### src/rtl/ft_async_writer_if.sv
`default_nettype none
// ============================================================================
// ft_async_writer_if : uP-side write port and FT2232H transmit-side signals
// Rev 1.0
// ============================================================================
interface ft_async_writer_if #(
  parameter int DATA = 8,
  parameter int ADDR = 4
);
  logic            ext_wr;
  logic [DATA-1:0] ext_wr_data;
  logic            ext_full;
  logic [ADDR:0]   ext_level;
  logic            ext_overflow;
  logic            bus_busy;
  logic            TXE_N;
  logic            WR_N;
  logic [DATA-1:0] ft_wr_data;
  logic            ft_data_oe;

  modport master (
    output ext_wr, ext_wr_data, bus_busy, TXE_N,
    input  ext_full, ext_level, ext_overflow, WR_N, ft_wr_data, ft_data_oe
  );

  modport slave (
    input  ext_wr, ext_wr_data, bus_busy, TXE_N,
    output ext_full, ext_level, ext_overflow, WR_N, ft_wr_data, ft_data_oe
  );
endinterface
`default_nettype wire

### src/rtl/ft_async_writer.sv
`default_nettype none
// ============================================================================
// ft_async_writer : FIFO-buffered transmit engine for the FT2232H async 245 bus
// Rev 1.0
// ============================================================================
module ft_async_writer #(
  parameter int DATA       = 8,
  parameter int ADDR       = 4,
  parameter int SETUP_CYC  = 1,
  parameter int PULSE_CYC  = 6,
  parameter int HOLD_CYC   = 1,
  parameter int PRECHG_CYC = 3
) (
  input wire               clk,
  input wire               rst_n,
  ft_async_writer_if.slave ifc
);
  localparam int            c_DEPTH    = 1 << ADDR;
  localparam int            c_CW       = 8;
  localparam logic [ADDR:0] c_FULL_LVL = (ADDR+1)'(c_DEPTH);

  typedef enum logic [2:0] {
    ST_IDLE    = 3'd0,
    ST_SETUP   = 3'd1,
    ST_STROBE  = 3'd2,
    ST_HOLD    = 3'd3,
    ST_RECOVER = 3'd4
  } state_t;

  logic [DATA-1:0] r_mem [c_DEPTH];
  logic [ADDR-1:0] r_wr_ptr, r_rd_ptr;
  logic [ADDR:0]   r_level;
  logic            r_overflow;
  logic            r_txe_meta, r_txe_s;
  state_t          r_state, w_state_nx;
  logic [c_CW-1:0] r_cnt, w_cnt_nx;
  logic            r_wr_n, w_wr_n_nx;
  logic            r_oe, w_oe_nx;
  logic [DATA-1:0] r_data, w_data_nx;
  logic            w_full, w_push, w_pop, w_launch;

  assign w_full   = (r_level == c_FULL_LVL);
  assign w_push   = ifc.ext_wr && !w_full;
  assign w_launch = (r_level != '0) && !r_txe_s && !ifc.bus_busy;

  always_ff @(posedge clk) begin
    if (!rst_n) begin
      r_txe_meta <= 1'b1;
      r_txe_s    <= 1'b1;
    end else begin
      r_txe_meta <= ifc.TXE_N;
      r_txe_s    <= r_txe_meta;
    end
  end

  always_ff @(posedge clk) begin
    if (rst_n && w_push) r_mem[r_wr_ptr] <= ifc.ext_wr_data;
  end

  // Overflow is judged on the pre-edge full flag, so a same-cycle pop does not rescue the byte.
  always_ff @(posedge clk) begin
    if (!rst_n) begin
      r_wr_ptr   <= '0;
      r_rd_ptr   <= '0;
      r_level    <= '0;
      r_overflow <= 1'b0;
    end else begin
      r_overflow <= ifc.ext_wr && w_full;
      if (w_push) r_wr_ptr <= r_wr_ptr + ADDR'(1);
      if (w_pop)  r_rd_ptr <= r_rd_ptr + ADDR'(1);
      case ({w_push, w_pop})
        2'b10:   r_level <= r_level + (ADDR+1)'(1);
        2'b01:   r_level <= r_level - (ADDR+1)'(1);
        default: r_level <= r_level;
      endcase
    end
  end

  always_comb begin
    w_state_nx = r_state;
    w_cnt_nx   = r_cnt;
    w_wr_n_nx  = r_wr_n;
    w_oe_nx    = r_oe;
    w_data_nx  = r_data;
    w_pop      = 1'b0;
    case (r_state)
      ST_IDLE: begin
        if (w_launch) begin
          w_pop      = 1'b1;
          w_data_nx  = r_mem[r_rd_ptr];
          w_oe_nx    = 1'b1;
          w_state_nx = ST_SETUP;
          w_cnt_nx   = c_CW'(SETUP_CYC - 1);
        end
      end
      ST_SETUP: begin
        if (r_cnt == '0) begin
          w_wr_n_nx  = 1'b0;
          w_state_nx = ST_STROBE;
          w_cnt_nx   = c_CW'(PULSE_CYC - 1);
        end else begin
          w_cnt_nx = r_cnt - c_CW'(1);
        end
      end
      ST_STROBE: begin
        if (r_cnt == '0) begin
          w_wr_n_nx  = 1'b1;
          w_state_nx = ST_HOLD;
          w_cnt_nx   = c_CW'(HOLD_CYC - 1);
        end else begin
          w_cnt_nx = r_cnt - c_CW'(1);
        end
      end
      ST_HOLD: begin
        if (r_cnt == '0) begin
          w_oe_nx    = 1'b0;
          w_state_nx = ST_RECOVER;
          w_cnt_nx   = c_CW'(PRECHG_CYC - 1);
        end else begin
          w_cnt_nx = r_cnt - c_CW'(1);
        end
      end
      ST_RECOVER: begin
        if (r_cnt == '0) w_state_nx = ST_IDLE;
        else             w_cnt_nx   = r_cnt - c_CW'(1);
      end
      default: begin
        w_state_nx = ST_IDLE;
        w_wr_n_nx  = 1'b1;
        w_oe_nx    = 1'b0;
      end
    endcase
  end

  always_ff @(posedge clk) begin
    if (!rst_n) begin
      r_state <= ST_IDLE;
      r_cnt   <= '0;
      r_wr_n  <= 1'b1;
      r_oe    <= 1'b0;
      r_data  <= '0;
    end else begin
      r_state <= w_state_nx;
      r_cnt   <= w_cnt_nx;
      r_wr_n  <= w_wr_n_nx;
      r_oe    <= w_oe_nx;
      r_data  <= w_data_nx;
    end
  end

  assign ifc.ext_full     = w_full;
  assign ifc.ext_level    = r_level;
  assign ifc.ext_overflow = r_overflow;
  assign ifc.WR_N         = r_wr_n;
  assign ifc.ft_wr_data   = r_data;
  assign ifc.ft_data_oe   = r_oe;
endmodule
`default_nettype wire

### src/flat_wrapper.sv
// flat-port wrapper written by rule: the top's interface ports become plain ports
module ft_async_writer_flat 
#(
  parameter int DATA       = 8,
  parameter int ADDR       = 4,
  parameter int SETUP_CYC  = 1,
  parameter int PULSE_CYC  = 6,
  parameter int HOLD_CYC   = 1,
  parameter int PRECHG_CYC = 3
)
  (clk, rst_n, ifc_ext_wr, ifc_ext_wr_data, ifc_bus_busy, ifc_TXE_N, ifc_ext_full, ifc_ext_level, ifc_ext_overflow, ifc_WR_N, ifc_ft_wr_data, ifc_ft_data_oe);
  ft_async_writer_if #(.DATA(DATA), .ADDR(ADDR)) ifc_i ();
  input wire clk;
  input wire rst_n;
  input wire logic [$bits(ifc_i.ext_wr)-1:0] ifc_ext_wr;
  input wire logic [$bits(ifc_i.ext_wr_data)-1:0] ifc_ext_wr_data;
  input wire logic [$bits(ifc_i.bus_busy)-1:0] ifc_bus_busy;
  input wire logic [$bits(ifc_i.TXE_N)-1:0] ifc_TXE_N;
  output wire logic [$bits(ifc_i.ext_full)-1:0] ifc_ext_full;
  output wire logic [$bits(ifc_i.ext_level)-1:0] ifc_ext_level;
  output wire logic [$bits(ifc_i.ext_overflow)-1:0] ifc_ext_overflow;
  output wire logic [$bits(ifc_i.WR_N)-1:0] ifc_WR_N;
  output wire logic [$bits(ifc_i.ft_wr_data)-1:0] ifc_ft_wr_data;
  output wire logic [$bits(ifc_i.ft_data_oe)-1:0] ifc_ft_data_oe;
  assign ifc_i.ext_wr = ifc_ext_wr;
  assign ifc_i.ext_wr_data = ifc_ext_wr_data;
  assign ifc_i.bus_busy = ifc_bus_busy;
  assign ifc_i.TXE_N = ifc_TXE_N;
  assign ifc_ext_full = ifc_i.ext_full;
  assign ifc_ext_level = ifc_i.ext_level;
  assign ifc_ext_overflow = ifc_i.ext_overflow;
  assign ifc_WR_N = ifc_i.WR_N;
  assign ifc_ft_wr_data = ifc_i.ft_wr_data;
  assign ifc_ft_data_oe = ifc_i.ft_data_oe;
  ft_async_writer #(.DATA(DATA), .ADDR(ADDR), .SETUP_CYC(SETUP_CYC), .PULSE_CYC(PULSE_CYC), .HOLD_CYC(HOLD_CYC), .PRECHG_CYC(PRECHG_CYC)) u_core (.clk(clk), .rst_n(rst_n), .ifc(ifc_i));
endmodule
### config.mk
export PLATFORM = sky130hd
export DESIGN_NAME = ft_async_writer_flat
export DESIGN_NICKNAME = d
export VERILOG_FILES = /design/src/rtl/ft_async_writer_if.sv /design/src/rtl/ft_async_writer.sv /design/src/flat_wrapper.sv
export SDC_FILE = /design/constraint.sdc
export NUM_CORES = 1
export LEC_CHECK = 0
export CAP_MARGIN = 40
export CORE_ASPECT_RATIO = 1.5
export CORE_UTILIZATION = 60
export CTS_CLUSTER_DIAMETER = 200
export DETAILED_ROUTE_END_ITERATION = 10
export GPL_ROUTABILITY_DRIVEN = 0
export HOLD_SLACK_MARGIN = 0.1
export PLACE_DENSITY = 0.79
export SLEW_MARGIN = 20
export SYNTH_ARGS = -nofsm -noshare
export SYNTH_HDL_FRONTEND = slang
export SYNTH_SLANG_ARGS = --single-unit
### constraint.sdc
create_clock -name clk -period 5.07 [get_ports clk]
set_clock_uncertainty 0.2 [all_clocks]
set_input_delay 1.014 -clock clk [delete_from_list [all_inputs] [get_ports clk]]
set_output_delay 1.014 -clock clk [all_outputs]
set_load 0.1 [all_outputs]
==> metrics, run 1 <==
nets=530; most frequent cell on the critical path=a21oi_1; post-synthesis mux area share=9.85%; outcome=completed; Worst path slowest cell=a21boi_1; largest net degree at the start of global routing=36; dpl cells=632; EDFF count, synth=128; max incr delay on CP=0.62 ns; Iter 0 DRT Violations=417; Chip Width=88.9 um; Crit path max-delay family=compound AO/OA/AOI/OAI gates; Overall Global Routing Usage=27.2%; Finish-stage setup viols=0; drt total wl=14.3 mm; total of max-cap violations=0; via/cell ratio=6.17; first-pass GRT wire length=22.5 mm; arrival time worst endpoint=3.87 ns; setup repair after global routing missed its margin=no; Final TNS setup=0 ns; final hold vios=0; area leader, netlist=edfxtp_1; Avg WL per Cell=21.5 um; Mapped Area=6790 um^2; clock sink total=165; IO Count=30; P&R area growth vs syn=19.0%; Initial Utilization=61.5%; FF+latch area=4590 um^2; Yosys cell types=52; synthesized instance count=455; Post-route DRC=0; core box area=11,100 um^2; fmax=0.269 GHz; YS warnings=0; htree depth=4; total number of vias=4,099; largest cells by area after synthesis=edfxtp_1 (57%), dfxtp_1 (11%), mux4_2 (8.6%); Synth top area share=56.6%; row count=47; sequential fraction of the synthesis area=67.5%; initial antenna violation count=0; Internal Power=0.00254 W; Overflow after GRT=0; Num CTS Buffers=17; CTS tree=done; Power Dens Cells=425 nW/um^2; Slew @ Worst Pin=0.776 ns; largest family of logic cells by synthesized area=multiplexers; Detailed Place HPWL=9.40 mm; most frequent cell after synthesis=edfxtp_1; kind of critical path=input port to flip-flop; ys flop type=edfxtp_1; Logic pwr share=15.9%; Slew HR=48.0%; CP cell instances=clkdlybuf4s50_1, a21boi_1, inv_1, ha_1, fa_1, a21o_1, a21oi_1, xor2_1, or3_1, a21oi_1; XOR/XNOR share of the synthesized area=1.55%; compound-gate portion of the synthesized area=7.31%; synthesized area per cell=14.9 um^2; non-filler cells, final=664; Die Height=132 um; Switching Share=26.2%; critical-path maximum fanout=10; Psw=0.000900 W; DIE AREA=11,800 um^2; CP Capture Type=flip-flop; sequential share of power=45.4%; Max VDD drop=0.247 mV; Leakage=2.69 nW; # diodes=0; crit path launch type=input port; most frequent cells after synthesis=edfxtp_1 (128), nor2_1 (41), dfxtp_1 (37); fin. max-slew vios=0; Crit path required time=5.22 ns; clk buf depth=2; fin crit share=73.4%; fillers=706; area of the multi-input gates=2070 um^2; I/O Buffers=29; hold-fix buffer count after cts=0; root buf cell=clkbuf_16; layout cells sized above 1=17.4%; Yosys reg bits=165; Clock power frac=38.7%; min cycle time layout=3.72 ns; Synth Area in Simple Gates=9.37%; Synth Area in Adders=2.32%; Clock transition at path regs=0.06 ns; Worst Hold Class=flip-flop to flip-flop; post-synthesis async set-or-reset flop share=0%; post_cts resized=0; WP buf/inv=2; Setup Buffers After CTS=0; worst skew pair latency=0.42 ns; vias in the first global route=4,133; Routed Antenna Nets=0; syn nets=480; TritonRoute pass-1 iters=5
-- cell families after synthesis --
group	after synthesis
AO/OA/AOI/OAI	72
XOR/XNOR	12
adder cells (fa/ha/maj)	12
buffers and inverters	32
flip-flops	165
multiplexers	34
AND/OR/NAND/NOR	128
-- metal layers --
layer  vias up  wire [um]  part of all wire (%)  track usage (%)
met5         -          0                     0                0
met4         0        691                   4.8             15.7
met3        38        786                   5.5             6.01
met2       180       7620                    53             44.4
met1      2012       5210                    36             32.7
li1       1869          -                     -                -
-- path summary, 6_finish.rpt --
kind,slack [ns],to,cells after the start,startpoint
max reg2reg,1.51,u_core.ifc.ext_level[4]$_SDFFE_PN0P_,10,u_core.ifc.ext_level[0]$_SDFFE_PN0P_
max,1.35,u_core.ifc.ext_level[4]$_SDFFE_PN0P_,10,ifc_ext_wr
min reg2reg,0.26,u_core.r_txe_s$_SDFF_PN1_,1,u_core.r_txe_meta$_SDFF_PN1_
min,0.26,u_core.r_txe_s$_SDFF_PN1_,1,u_core.r_txe_meta$_SDFF_PN1_
-- registers in the layout, indices dropped and copies added, names as in the netlist --
name                     count
u_core.ifc.ext_level         5
u_core.r_txe_meta            1
u_core.r_txe_s               1
u_core.ifc.WR_N              1
u_core.r_mem               128
u_core.ifc.ft_data_oe        1
u_core.ifc.ft_wr_data        8
u_core.r_wr_ptr              4
u_core.ifc.ext_overflow      1
u_core.r_rd_ptr              4
u_core.r_cnt                 8
u_core.r_state               3
-- power by group through the flow --
stage | logic (W) | registers (W) | clock network, W
finish | 0.000547 | 0.00156 | 0.00133
global route | 0.000598 | 0.00157 | 0.00139
CTS | 0.000543 | 0.00156 | 0.00134
detailed placement | 0.000541 | 0.00159 | 0
global placement | 0.000497 | 0.00158 | 0
floorplan | 0.000371 | 0.00162 | 0
-- cell usage in the layout, fill, tap and decap left out, types with 11 or more instances in the layout --
master,count
a21oi_1,21
edfxtp_1,128
nor2_1,41
mux4_2,26
clkdlybuf4s50_1,29
ha_1,11
nand2_1,21
buf_8,17
dfxtp_1,36
nand3_1,12
clkbuf_16,17
-- stage by stage --
stage               setup WS, ns  total power, W  area [um^2]  hold WS [ns]  util, %
floorplan                   1.47         0.00199         6790         0.186        -
global placement            1.10         0.00208         7210         0.195     65.3
detailed placement         0.982         0.00213         7470         0.195     67.6
CTS                         1.36         0.00344         8080         0.255     73.1
global route                1.19         0.00356         8090         0.258     73.2
finish                      1.35         0.00344         8090         0.255     73.2
-- area by class of cell --
type / instances / area share [%]
clock buffer: 19 / 5.35
clock inverter: 12 / 2.20
inverter: 9 / 0.449
multi-input combinational: 258 / 25.5
sequential: 165 / 56.7
tap: 147 / 2.27
timing repair buffer: 54 / 7.49
No activity file was read; power rests on OpenSTA's default activity.
==> inputs of run 2 (changes only) <==
==> constraint.sdc (replaced) <==
create_clock -name clk -period 3.7 [get_ports clk]
set_clock_uncertainty 0.2 [all_clocks]
set_input_delay 0.74 -clock clk [delete_from_list [all_inputs] [get_ports clk]]
set_output_delay 0.74 -clock clk [all_outputs]
set_load 0.1 [all_outputs]
==> run 2 against run 1 <==
Compared with the run above: critical path depth is the same; power grew 38%; register-to-register slack lost 0.97 ns; first-iteration DRC count shrank 17%; cell area is essentially flat; hold slack lost 0.033 ns; via count grew 1.4%; wire length grew 4.0%; combinational power grew 40%; global-route usage grew 1.4 points; die area is the same; clock power grew 38%; largest cell class unchanged.
==> metrics, run 2 (same netlist as run 1, synthesis figures left out) <==
FF-to-FF path depth=10; Slew HR=47.1%; CP Capture Type=flip-flop; Iter 0 DRT Violations=348; Worst path slowest cell=or4_4; worst skew pair latency=0.42 ns; nets=536; Fin Hold WS=0.222 ns; root buf cell=clkbuf_16; via/cell ratio=6.20; Final Worst Setup Slack=0.536 ns; htree depth=4; most frequent cells in the layout=edfxtp_1 (128), nor2_1 (41), dfxtp_1 (36); Overall Global Routing Usage=28.6%; largest net degree at the start of global routing=36; total design power=0.00475 W; I/O Buffers=29; CP cell instances=or4_4, o211ai_4, inv_4, ha_1, fa_1, a21o_1, a21oi_1, xor2_1, or3_1, a21oi_1; Setup Buffers After CTS=0; initial antenna violation count=0; row count=47; total of max-cap violations=0; kind of critical path=flip-flop to flip-flop; IO Count=30; Worst Hold Class=flip-flop to flip-flop; Routed Antenna Nets=0; fin. max-slew vios=0; max FFs per register=128; outcome=completed; clk buf depth=2; hold path start=u_core.r_txe_meta$_SDFF_PN1_; post_cts resized=0; most frequent cell on the critical path=a21oi_1; Clock transition at path regs=0.06 ns; Die Height=132 um; Final TNS setup=0 ns; arrival time worst endpoint=3.32 ns; Slew @ Worst Pin=0.791 ns; Worst R2R Setup Slack=0.54 ns; hold path cells=1; clock sink total=165; Finish-stage setup viols=0; DIE AREA=11,800 um^2; total number of vias=4,158; final hold vios=0; Num CTS Buffers=17; max incr delay on CP=0.59 ns; first-pass GRT wire length=23.4 mm; Initial Utilization=61.5%; crit path launch type=flip-flop; P&R area growth vs syn=19.0%; WP buf/inv=1; Power Dens Cells=588 nW/um^2; Crit path required time=3.85 ns; setup repair after global routing missed its margin=no; CTS tree=done; worst hold path endpoint=u_core.r_txe_s$_SDFF_PN1_; Post-route DRC=0; Chip Width=88.9 um; fmax=0.316 GHz; Setup WS pre-CTS=0.327 ns; Reg with most FFs=u_core.r_mem; leading cell type in the layout, fill and taps excluded=edfxtp_1; TritonRoute pass-1 iters=5; Worst R2R End=u_core.ifc.ext_level[4]$_SDFFE_PN0P_; # diodes=0; Leakage=2.73 nW; critical-path maximum fanout=10; fin crit share=85.5%; hold-fix buffer count after cts=0; Max VDD drop=0.455 mV; vias in the first global route=4,191; core box area=11,100 um^2; reg-to-reg startpoint=u_core.ifc.ext_level[0]$_SDFFE_PN0P_; Avg WL per Cell=22.2 um; min cycle time layout=3.16 ns; Overflow after GRT=0; Detailed Place HPWL=9.70 mm; layout cells sized above 1=20.6%; drt total wl=14.9 mm; Crit path max-delay family=simple AND/OR/NAND/NOR gates
==> run 2: worst max-delay path by stage <==
stage	start	depth (start not counted)	to	slack, ns
after floorplan	u_core.ifc.ext_level[0]$_SDFFE_PN0P_	10	u_core.ifc.ext_level[4]$_SDFFE_PN0P_	0.10
after global placement	ifc_bus_busy	11	u_core.ifc.ext_level[4]$_SDFFE_PN0P_	0.39
after detailed placement	ifc_ext_wr	10	u_core.ifc.ext_level[4]$_SDFFE_PN0P_	0.33
after CTS	u_core.ifc.ext_level[0]$_SDFFE_PN0P_	10	u_core.ifc.ext_level[4]$_SDFFE_PN0P_	0.53
after global routing	u_core.ifc.ext_level[0]$_SDFFE_PN0P_	10	u_core.ifc.ext_level[4]$_SDFFE_PN0P_	0.39
final	u_core.ifc.ext_level[0]$_SDFFE_PN0P_	10	u_core.ifc.ext_level[4]$_SDFFE_PN0P_	0.54
==> run 2: power breakdown <==
| group | switching [W] | internal, W |
|---|---|---|
| clock | 0.000710 | 0.00113 |
| combinational | 0.000480 | 0.000284 |
| sequential | 0.0000791 | 0.00206 |
| total | 0.00127 | 0.00348 |
==> run 2: metrics by stage <==
| step | utilization, % | std cells | area [um^2] |
|---|---|---|---|
| 2_1_floorplan | - | 455 | 6790 |
| 3_3_place_gp | 66.2 | 630 | 7320 |
| 3_5_place_dp | 67.4 | 639 | 7450 |
| 4_1_cts | 73.1 | 671 | 8080 |
| 5_1_grt | 73.1 | 671 | 8080 |
| 6_report | 73.1 | 671 | 8080 |
==> run 2: final cells by class <==
cell class / instances / area [um^2]
clock buffer: 17 / 425
clock inverter: 15 / 204
fill: 702 / 2970
inverter: 9 / 36.3
multi-input combinational: 258 / 2070
sequential: 165 / 4590
tap: 147 / 184
timing repair buffer: 60 / 583
==> run 2: metal layers <==
metal / GRT usage [%] / part of all wire [%] / vias up
li1: - / - / 1882
met5: 0 / 0 / -
met3: 6.95 / 5.9 / 29
met2: 49.0 / 54 / 166
met4: 12.1 / 3.1 / 0
met1: 33.7 / 37 / 2081
==> inputs of run 3 (changes only) <==
--- a/config.mk
+++ b/config.mk
@@ -7,11 +7,12 @@
 export LEC_CHECK = 0
 export CAP_MARGIN = 40
 export CORE_ASPECT_RATIO = 1.5
+export CORE_MARGIN = 4
 export CORE_UTILIZATION = 60
 export CTS_CLUSTER_DIAMETER = 200
 export DETAILED_ROUTE_END_ITERATION = 10
-export GPL_ROUTABILITY_DRIVEN = 0
 export HOLD_SLACK_MARGIN = 0.1
+export MAX_ROUTING_LAYER = met4
 export PLACE_DENSITY = 0.79
 export SLEW_MARGIN = 20
 export SYNTH_ARGS = -nofsm -noshare
==> run 3 against run 2 <==
Compared with the run above: critical endpoint unchanged; highest routed layer unchanged; sequential share of layout area up 0.38 points; wire length down 1.9%; power down 2.5%; sequential power about the same; die area up 12%; critical path depth unchanged; clock power down 5%.
==> metrics, run 3 (same netlist as run 1, synthesis figures left out) <==
fillers=704; TritonRoute pass-1 iters=5; outcome=completed; crit path launch type=flip-flop; hold-fix buffer count after cts=0; Crit path required time=3.85 ns; # diodes=0; CP cell instances=or4_4, o211ai_4, inv_4, ha_1, fa_1, a21o_1, a21oi_1, xor2_1, or3_1, a21oi_1; most frequent cell on the critical path=a21oi_1; area of the multi-input gates=2070 um^2; Post-route DRC=0; max FFs per register=128; most frequent cells in the layout=edfxtp_1 (128), nor2_1 (41), dfxtp_1 (36); DIE AREA=13,100 um^2; final hold vios=0; RePlAce Congestion=0.854; Final Instance Area=8030 um^2; Slew @ Worst Pin=0.777 ns; via/cell ratio=6.27; nets=536; Final TNS setup=0 ns; critical-path maximum fanout=10; total number of vias=4,199; fmax=0.316 GHz; max incr delay on CP=0.59 ns; first-pass GRT wire length=22.6 mm; Reg with most FFs=u_core.r_mem; Iter 0 DRT Violations=396; Slew HR=48.0%; min cycle time layout=3.17 ns; Detailed Place HPWL=9.41 mm; Chip Width=94.9 um; leading cell type in the layout, fill and taps excluded=edfxtp_1; core box area=11,100 um^2; arrival time worst endpoint=3.32 ns; initial antenna violation count=0; Initial Utilization=61.5%; WP buf/inv=1; Num CTS Buffers=17; drt total wl=14.6 mm; clk buf depth=2; worst skew pair latency=0.43 ns; layout cells sized above 1=20.1%; Routed Antenna Nets=0; Clock transition at path regs=0.06 ns; kind of critical path=flip-flop to flip-flop; htree depth=4; Worst Hold Class=flip-flop to flip-flop; row count=47; Die Height=138 um; vias in the first global route=4,275; non-filler cells, final=670; fin. max-slew vios=0; CTS tree=done; P&R area growth vs syn=18.2%; Area after DPL=7440 um^2; IO Count=30; CP Capture Type=flip-flop; dpl cells=639; FF+latch area=4590 um^2; setup repair after global routing missed its margin=no; clock sink total=165; Finish-stage setup viols=0; Worst path slowest cell=or4_4; Crit path max-delay family=simple AND/OR/NAND/NOR gates; Setup Buffers After CTS=0; Overall Global Routing Usage=24.3%; root buf cell=clkbuf_16; fin crit share=85.6%; Avg WL per Cell=21.8 um; post_cts resized=0; Max VDD drop=0.370 mV; I/O Buffers=29; Overflow after GRT=0; Leakage=2.71 nW; Power Dens Cells=577 nW/um^2; total of max-cap violations=0; largest net degree at the start of global routing=36
[run 3: changes by cell type in the layout (fill, tap and decap cells not counted)]
cell / previous run / this run
clkinvlp_4: 3 / 2
buf_8: 9 / 8
clkinv_1: 2 / 5
buf_4: 29 / 31
bufinv_16: 4 / 3
clkdlybuf4s50_1: 21 / 20
clkinv_4: 4 / 2
[run 3: routing by layer]
layer	vias to the layer above	global-route usage (%)	share of wire, %
met5	-	-	0
met2	188	40.3	54
li1	1876	-	-
met1	2075	26.5	36
met4	0	13.8	4.8
met3	60	5.33	5.1
[run 3: worst paths after layout]
check / startpoint / end / slack, ns / depth (start not counted)
setup reg to reg: u_core.ifc.ext_level[0]$_SDFFE_PN0P_ / u_core.ifc.ext_level[4]$_SDFFE_PN0P_ / 0.53 / 10
hold reg to reg: u_core.r_txe_meta$_SDFF_PN1_ / u_core.r_txe_s$_SDFF_PN1_ / 0.25 / 1
setup / recovery: u_core.ifc.ext_level[0]$_SDFFE_PN0P_ / u_core.ifc.ext_level[4]$_SDFFE_PN0P_ / 0.53 / 10
hold / removal: u_core.r_txe_meta$_SDFF_PN1_ / u_core.r_txe_s$_SDFF_PN1_ / 0.25 / 1
[run 3: per-stage QoR]
stage	setup slack (ns)	power [W]	utilization [%]	hold WS (ns)
after floorplan	0.101	0.00273	-	0.186
after global placement	0.397	0.00287	66.3	0.189
after detailed placement	0.334	0.00292	67.3	0.243
after CTS	0.507	0.00464	72.6	0.258
after global routing	0.363	0.00480	72.6	0.278
final	0.533	0.00463	72.6	0.252
[run 3: final cells by class]
cell class	count	share of cell area [%]
Sequential cell	165	57.1
Multi-Input combinational cell	258	25.7
Timing Repair Buffer	60	7.14
Clock buffer	17	5.30
Tap cell	147	2.29
Clock inverter	14	1.99
Inverter	9	0.452
[run 3: power by group]
part	internal (W)	switching [W]
logic	0.000284	0.000467
registers	0.00206	0.0000774
clock network	0.00105	0.000689
